$ cat config.mk
export PLATFORM = sky130hd
export DESIGN_NAME = scoreboard_bypass
export DESIGN_NICKNAME = d
export VERILOG_FILES = /design/src/rtl/scoreboard_bypass.sv
export SDC_FILE = /design/constraint.sdc
export NUM_CORES = 1
export LEC_CHECK = 0
export BUFFER_PORTS_ARGS = -buffer_cell sky130_fd_sc_hd__buf_2
export CAP_MARGIN = 20
export CELL_PAD_IN_SITES_DETAIL_PLACEMENT = 1
export CELL_PAD_IN_SITES_GLOBAL_PLACEMENT = 2
export CORE_AREA = 4 4 217 219
export DETAILED_ROUTE_END_ITERATION = 10
export DIE_AREA = 0 0 221 223
export GPL_TIMING_DRIVEN = 0
export PLACE_DENSITY = 0.84
export SYNTH_ARGS = -nofsm -noshare
export SYNTH_HDL_FRONTEND = slang
export SYNTH_SLANG_ARGS = --single-unit
$ cat constraint.sdc
create_clock -name clk -period 6.18 [get_ports clk]
set_clock_uncertainty 0.15 [all_clocks]
set_input_delay 0.618 -clock clk [delete_from_list [all_inputs] [get_ports clk]]
set_output_delay 0.618 -clock clk [all_outputs]
set_load 0.005 [all_outputs]
$ cat src/rtl/scoreboard_bypass.sv
// In-flight destination tracker with operand bypass resolution for a multi-issue pipeline.
// Each source resolves to the youngest producer, the register file, or a load-use stall.
module scoreboard_bypass #(
  parameter int ISSUE_WIDTH  = 2,
  parameter int SRC_PER_LANE = 2,
  parameter int DEPTH        = 3,
  parameter int REG_ADDR_W   = 5,
  parameter int DATA_WIDTH   = 32
) (
  input  logic                                                    clk,
  input  logic                                                    rst_n,
  input  logic                                                    advance,
  input  logic                                                    flush,
  input  logic [ISSUE_WIDTH-1:0]                                  issue_valid,
  input  logic [ISSUE_WIDTH-1:0][REG_ADDR_W-1:0]                  issue_dst,
  input  logic [ISSUE_WIDTH-1:0]                                  issue_late,
  input  logic [ISSUE_WIDTH-1:0][SRC_PER_LANE-1:0][REG_ADDR_W-1:0] src_reg,
  input  logic [ISSUE_WIDTH-1:0][SRC_PER_LANE-1:0][DATA_WIDTH-1:0] rf_data,
  input  logic [DEPTH-1:0][ISSUE_WIDTH-1:0][DATA_WIDTH-1:0]        stage_result,
  output logic [ISSUE_WIDTH-1:0][SRC_PER_LANE-1:0][DATA_WIDTH-1:0] operand,
  output logic [ISSUE_WIDTH-1:0][SRC_PER_LANE-1:0]                 src_stall,
  output logic                                                    stall,
  output logic [DEPTH-1:0][ISSUE_WIDTH-1:0]                        busy
);

  logic [DEPTH-1:0][ISSUE_WIDTH-1:0]                 valid_reg, valid_next;
  logic [DEPTH-1:0][ISSUE_WIDTH-1:0]                 late_reg, late_next;
  logic [DEPTH-1:0][ISSUE_WIDTH-1:0][REG_ADDR_W-1:0] dst_reg, dst_next;

  always_comb begin
    valid_next = valid_reg;
    late_next  = late_reg;
    dst_next   = dst_reg;
    if (flush) begin
      // Without advance the commit stage has already passed the point of no return.
      for (int s = 0; s < DEPTH; s++) begin
        if (advance || (s != DEPTH - 1)) begin
          valid_next[s] = '0;
          late_next[s]  = '0;
          dst_next[s]   = '0;
        end
      end
    end else if (advance) begin
      for (int s = DEPTH - 1; s > 0; s--) begin
        valid_next[s] = valid_reg[s-1];
        late_next[s]  = late_reg[s-1];
        dst_next[s]   = dst_reg[s-1];
      end
      for (int l = 0; l < ISSUE_WIDTH; l++) begin
        valid_next[0][l] = issue_valid[l] && (issue_dst[l] != '0);
        late_next[0][l]  = issue_late[l];
        dst_next[0][l]   = issue_dst[l];
      end
    end
  end

  always_ff @(posedge clk or negedge rst_n) begin
    if (!rst_n) begin
      valid_reg <= '0;
      late_reg  <= '0;
      dst_reg   <= '0;
    end else begin
      valid_reg <= valid_next;
      late_reg  <= late_next;
      dst_reg   <= dst_next;
    end
  end

  genvar gi, gk;
  generate
    for (gi = 0; gi < ISSUE_WIDTH; gi++) begin : lane_g
      for (gk = 0; gk < SRC_PER_LANE; gk++) begin : src_g
        logic                  hit;
        logic                  hit_late;
        logic [DATA_WIDTH-1:0] hit_data;
        logic                  is_zero;

        // Scan oldest to youngest so the last match written is the youngest producer.
        always_comb begin
          hit      = 1'b0;
          hit_late = 1'b0;
          hit_data = '0;
          for (int s = DEPTH - 1; s >= 0; s--) begin
            for (int j = 0; j < ISSUE_WIDTH; j++) begin
              if (valid_reg[s][j] && (dst_reg[s][j] == src_reg[gi][gk])) begin
                hit      = 1'b1;
                hit_late = late_reg[s][j] && (s == 0);
                hit_data = stage_result[s][j];
              end
            end
          end
        end

        assign is_zero            = (src_reg[gi][gk] == '0);
        assign src_stall[gi][gk]  = !is_zero && hit && hit_late;
        assign operand[gi][gk]    = (is_zero || (hit && hit_late)) ? '0 :
                                    hit ? hit_data : rf_data[gi][gk];
      end
    end
  endgenerate

  assign stall = |src_stall;
  assign busy  = valid_reg;

endmodule
==> flow_summary.toml, run 1 <==
[grt]
grt_overflow = 0
grt_max_degree = 39
grt_usage_pct = 37.8
grt_pass1_wl_mm = 142
antenna_found_initial = 14
grt_pass1_vias = 19614

[timing]
period_needed_ns = 4.82
fmax_mhz = 207
max_slew_margin_pct = 34.1
worst_slew_pin_slew_ns = 0.989
timing.final.hold_violations = 0
slew_violations = 0
fin_setup_tns_ns = 0
whs_ns = 0.301
rsz0062_at_grt = "false"
period_share_pct = 78.0
setup_violations = 0

[clocking]
numCtsBuffers = 5
cts.path.max_buffers = 2
clkSlewWorstSetupHoldPaths_ns = 0.06
h-tree-depth = 2
cts_setup_buffers = 0
cts.repair.resized = 0
clock_latency_ns = 0.28
cts_sinks = 38
tritoncts = "yes"
root_buffer = "clkbuf_16"
cts_hold_buf = 0

[cells_and_area]
final_common_cell = "buf_2"
largest_register_ffs = 30
final_nets = 2704
fill_cells = 5982
drive_gt1_share_pct = 29.5
final_cell_mix = "buf_2, clkbuf_1, o31ai_1"
fin_area_um2 = 15900
synthToLayoutAreaGrowth_pct = 26.6

[synth]
ys.flop_type = "dfrtp_1"
async_flop_share_pct = 100
synth_edf_count = 0
ys_warn_count = 0
seq_area_frac_synth_pct = 7.60
synth_seq_cells = 38
syn_nets = 2219
syn_area_um2 = 12500
synthCells = 1861
avgSynthCellArea_um2 = 6.73
synth_cell_type_count = 62

[routing]
drc = 0
viasPerCell = 6.67
vias = 19749
drtIter0Drc = 2347
wl_per_cell_um = 33.8
first_pass_iters = 5
drt_wl_total_mm = 100
ant_nets = 0

[setup_path]
criticalPathCategory = "input port to output port"
cp_slowest_cell = "clkbuf_1"
endpoint_kind = "output port"
cp-start-kind = "input port"
crit_path_max_fanout = 10
required_ns = 5.41
worstPathArrival_ns = 4.06
cpMostUsedCell = "buf_2"
crit_chain = "buf_2 > xnor2_1 > nand4_1 > or2_1 > buf_2 > o21ai_2 > clkbuf_1 > o31ai_1 > a31oi_1 > buf_2"
cpPeakStageDelay_ns = 0.73

[floorplan]
row_count = 78
start_util_pct = 27.8
core_um2 = 45100
die_x_um = 221
fp.dieH_um = 223
ios = 497
fp.dieArea_um2 = 49300

[placement]
hpwlAfterDp_mm = 78.5
io_buffers = 474
placed_area_um2 = 15700
place_congestion = 1.01

[status]
outcome = "finished clean"

[power]
power_density_nw_per_um2 = 79.5
p_leak_uw = 0.00609
irDropWorstVdd_uv = 219

[hold_path]
hp-class = "input port to async pin"

[run]
drv_cap = 0
synthesized netlist by cell type (35+ instances only):
library cell | number | area share, %
inv_1 | 49 | 1.5
o21ai_0 | 139 | 5.6
dfrtp_1 | 38 | 7.6
a31oi_1 | 95 | 4.7
o221a_2 | 63 | 5.7
and3_1 | 68 | 3.4
nor3_1 | 73 | 2.9
buf_2 | 83 | 3.3
xor2_1 | 65 | 4.5
and2_1 | 35 | 1.7
a311oi_1 | 61 | 4.3
nand3_1 | 171 | 6.8
o31ai_1 | 186 | 11
o221ai_1 | 35 | 2.4
xnor2_1 | 55 | 3.8
nand2_1 | 111 | 3.3
nor2_1 | 40 | 1.2
a211oi_1 | 65 | 3.9
clkbuf_1 | 193 | 5.8
final cells by class:
class,instances,area (um^2),area share [%]
clock buffers,7,143,0.900
clock inverters,1,5.00,0.0316
plain buffers,291,1250,7.90
repair buffers,478,2400,15.2
inverters,49,184,1.16
well taps,600,751,4.74
flip-flops and latches,38,951,6.00
multi-input cells,1483,10100,63.9
diodes,12,30.0,0.189
logic make-up (layout without fill, tap and decap cells):
| kind of cell | count (synthesis) | after routing | synth area share, % |
|---|---|---|---|
| DFF | 38 | 38 | 7.60 |
| muxes | 24 | 24 | 1.92 |
| xor gates and xnor gates | 120 | 120 | 8.39 |
| other | 0 | 12 | 0 |
| AOI/OAI and AO/OA | 770 | 770 | 46.7 |
| buffers and inverters | 340 | 826 | 11.5 |
| and+or+nand+nor | 569 | 569 | 23.9 |
stage by stage:
step | total power, uW | worst slack, ns | cells | util (%)
2_1_floorplan | 586 | 3.11 | 1861 | -
3_3_place_gp | 970 | 1.31 | 2935 | 34.7
3_5_place_dp | 983 | 1.51 | 2939 | 34.8
4_1_cts | 1250 | 1.51 | 2947 | 35.1
5_1_grt | 1310 | 1.29 | 2956 | 35.1
6_report | 1260 | 1.36 | 2959 | 35.2
metal layers:
layer,vias to the layer above,routed length [um],GRT usage (%),part of all wire [%]
met5,-,45,0,0.045
met4,8,4280,13.5,4.3
met3,240,9960,7.97,9.9
met2,1362,45000,61.0,45
met1,9844,40800,49.9,41
li1,8295,-,-,-
worst max-delay path: cells and delay by family:
family | cells | cell delay, ns
xor gates and xnor gates | 1 | 0.16
and+or+nand+nor | 2 | 0.96
buffers and inverters | 4 | 1.35
AOI/OAI and AO/OA | 3 | 0.93
power breakdown:
group	internal (uW)	switching, uW	leakage (uW)	total [uW]
clock	160	99.2	0.0000740	259
combinational	270	466	0.00550	736
sequential	258	6.74	0.000517	265
total	689	571	0.00609	1260
final timing paths:
| path | startpoint | to | slack (ns) | depth (start not counted) |
|---|---|---|---|---|
| max in group asynchronous | rst_n | dst_reg[11]$_DFFE_PN0P_ | 5.03 | 1 |
| max | src_reg[9] | operand[57] | 1.36 | 10 |
| max reg2reg | busy[1]$_DFFE_PN0P_ | busy[1]$_DFFE_PN0P_ | 4.75 | 3 |
| min in group clk | issue_late[1] | late_reg[1]$_DFFE_PN0P_ | 0.44 | 3 |
| min reg2reg | dst_reg[26]$_DFFE_PN0P_ | dst_reg[26]$_DFFE_PN0P_ | 0.55 | 3 |
| min | rst_n | dst_reg[18]$_DFFE_PN0P_ | 0.30 | 1 |
Power figures use the tool's default switching activity.
==> inputs of run 2 (changes only) <==
--- a/config.mk
+++ b/config.mk
@@ -9,11 +9,11 @@
 export CAP_MARGIN = 20
 export CELL_PAD_IN_SITES_DETAIL_PLACEMENT = 1
 export CELL_PAD_IN_SITES_GLOBAL_PLACEMENT = 2
-export CORE_AREA = 4 4 217 219
+export CORE_AREA = 4 4 234 236
 export DETAILED_ROUTE_END_ITERATION = 10
-export DIE_AREA = 0 0 221 223
+export DIE_AREA = 0 0 238 240
 export GPL_TIMING_DRIVEN = 0
-export PLACE_DENSITY = 0.84
+export PLACE_DENSITY = 0.77
 export SYNTH_ARGS = -nofsm -noshare
 export SYNTH_HDL_FRONTEND = slang
 export SYNTH_SLANG_ARGS = --single-unit
==> constraint.sdc (replaced) <==
create_clock -name clk -period 4.1 [get_ports clk]
set_clock_uncertainty 0.15 [all_clocks]
set_input_delay 0.41 -clock clk [delete_from_list [all_inputs] [get_ports clk]]
set_output_delay 0.41 -clock clk [all_outputs]
set_load 0.005 [all_outputs]
==> run 2 against run 1 <==
The run now ends with setup timing left. Wire length rose by 3.7%. Register-to-register slack got worse by 2.0 ns. Sequential share of layout area decreased by 0.13 points. Die area increased by 16%. Worst hold slack worse by 0.21 ns. First-iteration DRC count fell by 6.9%. Non-clock buffer count rose by 5. Global-route usage fell by 4.1 points. Total power rose by 53%. Clock-buffer cell count stayed put. Critical path depth decreased by 1. Critical endpoint is now operand[108].
==> flow_summary.toml, run 2 (synthesis gave the netlist of run 1 again) <==
[run]
drv_cap = 0

[floorplan]
row_count = 84
fp.dieH_um = 240
fp.dieArea_um2 = 57100
die_x_um = 238
start_util_pct = 23.9
ios = 497
core_um2 = 52400

[setup_path]
criticalPathCategory = "flip-flop to output port"
worstReg2RegEnd = "busy[1]$_DFFE_PN0P_"
worstPathArrival_ns = 3.57
endpoint_kind = "output port"
reg2reg_slack_ns = 2.71
r2r_start = "busy[1]$_DFFE_PN0P_"
r2r_cells = 3
crit_path_max_fanout = 10
required_ns = 3.54
cp-start-kind = "flip-flop"

[timing]
fmax_mhz = 242
max_slew_margin_pct = 43.0
slew_violations = 0
setup_violations = 3
whs_ns = 0.0864
worst_slew_pin_slew_ns = 0.855
period_share_pct = 101
rsz0062_at_grt = "false"
period_needed_ns = 4.13
fin_ws_ns = -0.0284
timing.final.hold_violations = 0

[power]
irDropWorstVdd_uv = 230
p_leak_uw = 0.00624
power_density_nw_per_um2 = 119
finalPower_uw = 1920

[placement]
place_congestion = 0.996
io_buffers = 474
placed_area_um2 = 15800
hpwlAfterDp_mm = 81.7
dp_slack_ns = -0.109

[grt]
grt_max_degree = 39
grt_pass1_vias = 19334
antenna_found_initial = 12
grt_overflow = 0
grt_pass1_wl_mm = 143
grt_usage_pct = 33.7

[routing]
drtIter0Drc = 2186
ant_nets = 0
top_layer_used = "met5"
drt_wl_total_mm = 104
vias = 19550
first_pass_iters = 7
drc = 0
wl_per_cell_um = 34.1
m1WireLength_mm = 42.3
wl_met2_mm = 46.9
wl_met3_mm = 10.9
viasPerCell = 6.41

[status]
violations = "setup timing"
outcome = "finished, violations left"

[cells_and_area]
largest_register_ffs = 30
synthToLayoutAreaGrowth_pct = 29.3
final_nets = 2709
final_util_pct = 30.9
final_common_cell = "buf_2"
final_cell_mix = "buf_2, o31ai_1, nand3_1"
drive_gt1_share_pct = 31.9
fin_area_um2 = 16200

[clocking]
clkSlewWorstSetupHoldPaths_ns = 0.05
numCtsBuffers = 5
cts.path.max_buffers = 2
root_buffer = "clkbuf_16"
cts_hold_buf = 0
h-tree-depth = 2
cts_sinks = 38
tritoncts = "yes"
clock_latency_ns = 0.28

[hold_path]
hp-class = "input port to async pin"
==> run 2: cell types whose count changed in the layout (fill, tap and decap cells not counted), sizes merged <==
cell / previous run / this run
diode: 12 / 8
buf: 576 / 585
clkbuf: 200 / 196
==> run 2: metrics by stage <==
step / setup TNS (ns) / instances
2_1_floorplan: 0 / 1861
3_3_place_gp: -4.90 / 3023
3_5_place_dp: -0.989 / 3026
4_1_cts: 0 / 3041
5_1_grt: 0 / 3047
6_report: -0.0549 / 3048
==> run 2: per-layer routing <==
layer,global-route usage (%),vias to the layer above
met3,9.12,216
met4,9.82,10
met1,43.6,9705
li1,-,8308
met2,55.0,1311
met5,0,-
==> run 2: how the worst max path moves through the flow <==
stage / start / end / slack (ns) / cells after the start
finish: dst_reg[26]$_DFFE_PN0P_ / operand[108] / -0.03 / 9
global route: dst_reg[11]$_DFFE_PN0P_ / operand[77] / 0.0002 / 11
CTS: dst_reg[21]$_DFFE_PN0P_ / operand[122] / 0.006 / 9
detailed placement: dst_reg[12]$_DFFE_PN0P_ / operand[109] / -0.11 / 10
global placement: src_reg[14] / operand[85] / -0.38 / 10
floorplan: src_reg[2] / operand[30] / 1.44 / 9
==> run 2: repair_timing <==
item	in CTS	in global routing
pin swaps	5	2
setup endpoints to repair	113	95
resized for setup	25	42
setup buffers	8	3
==> run 2: critical path, cell delays in order, from the launching register on <==
cell and delay [ns]:
dfrtp_1 0.35, buf_2 0.17, xnor2_1 0.20, and2_1 0.53
nand2_1 0.41, clkbuf_1 0.39, a221oi_1 0.52, o31ai_1 0.15
a31oi_1 0.37, buf_2 0.19
==> run 2: layout make-up <==
cell class | instances | area, um^2
Multi-Input combinational cell | 1483 | 10300
Fill cell | 6713 | 36300
Inverter | 49 | 184
Tap cell | 688 | 861
Buffer | 286 | 1270
Clock inverter | 1 | 5.00
Clock buffer | 7 | 143
Sequential cell | 38 | 951
Antenna cell | 8 | 20.0
Timing Repair Buffer | 488 | 2480
==> run 2: where the power goes <==
group / switching (uW) / internal (uW) / total (uW)
clock: 146 / 241 / 387
sequential: 13.0 / 389 / 402
combinational: 719 / 413 / 1130
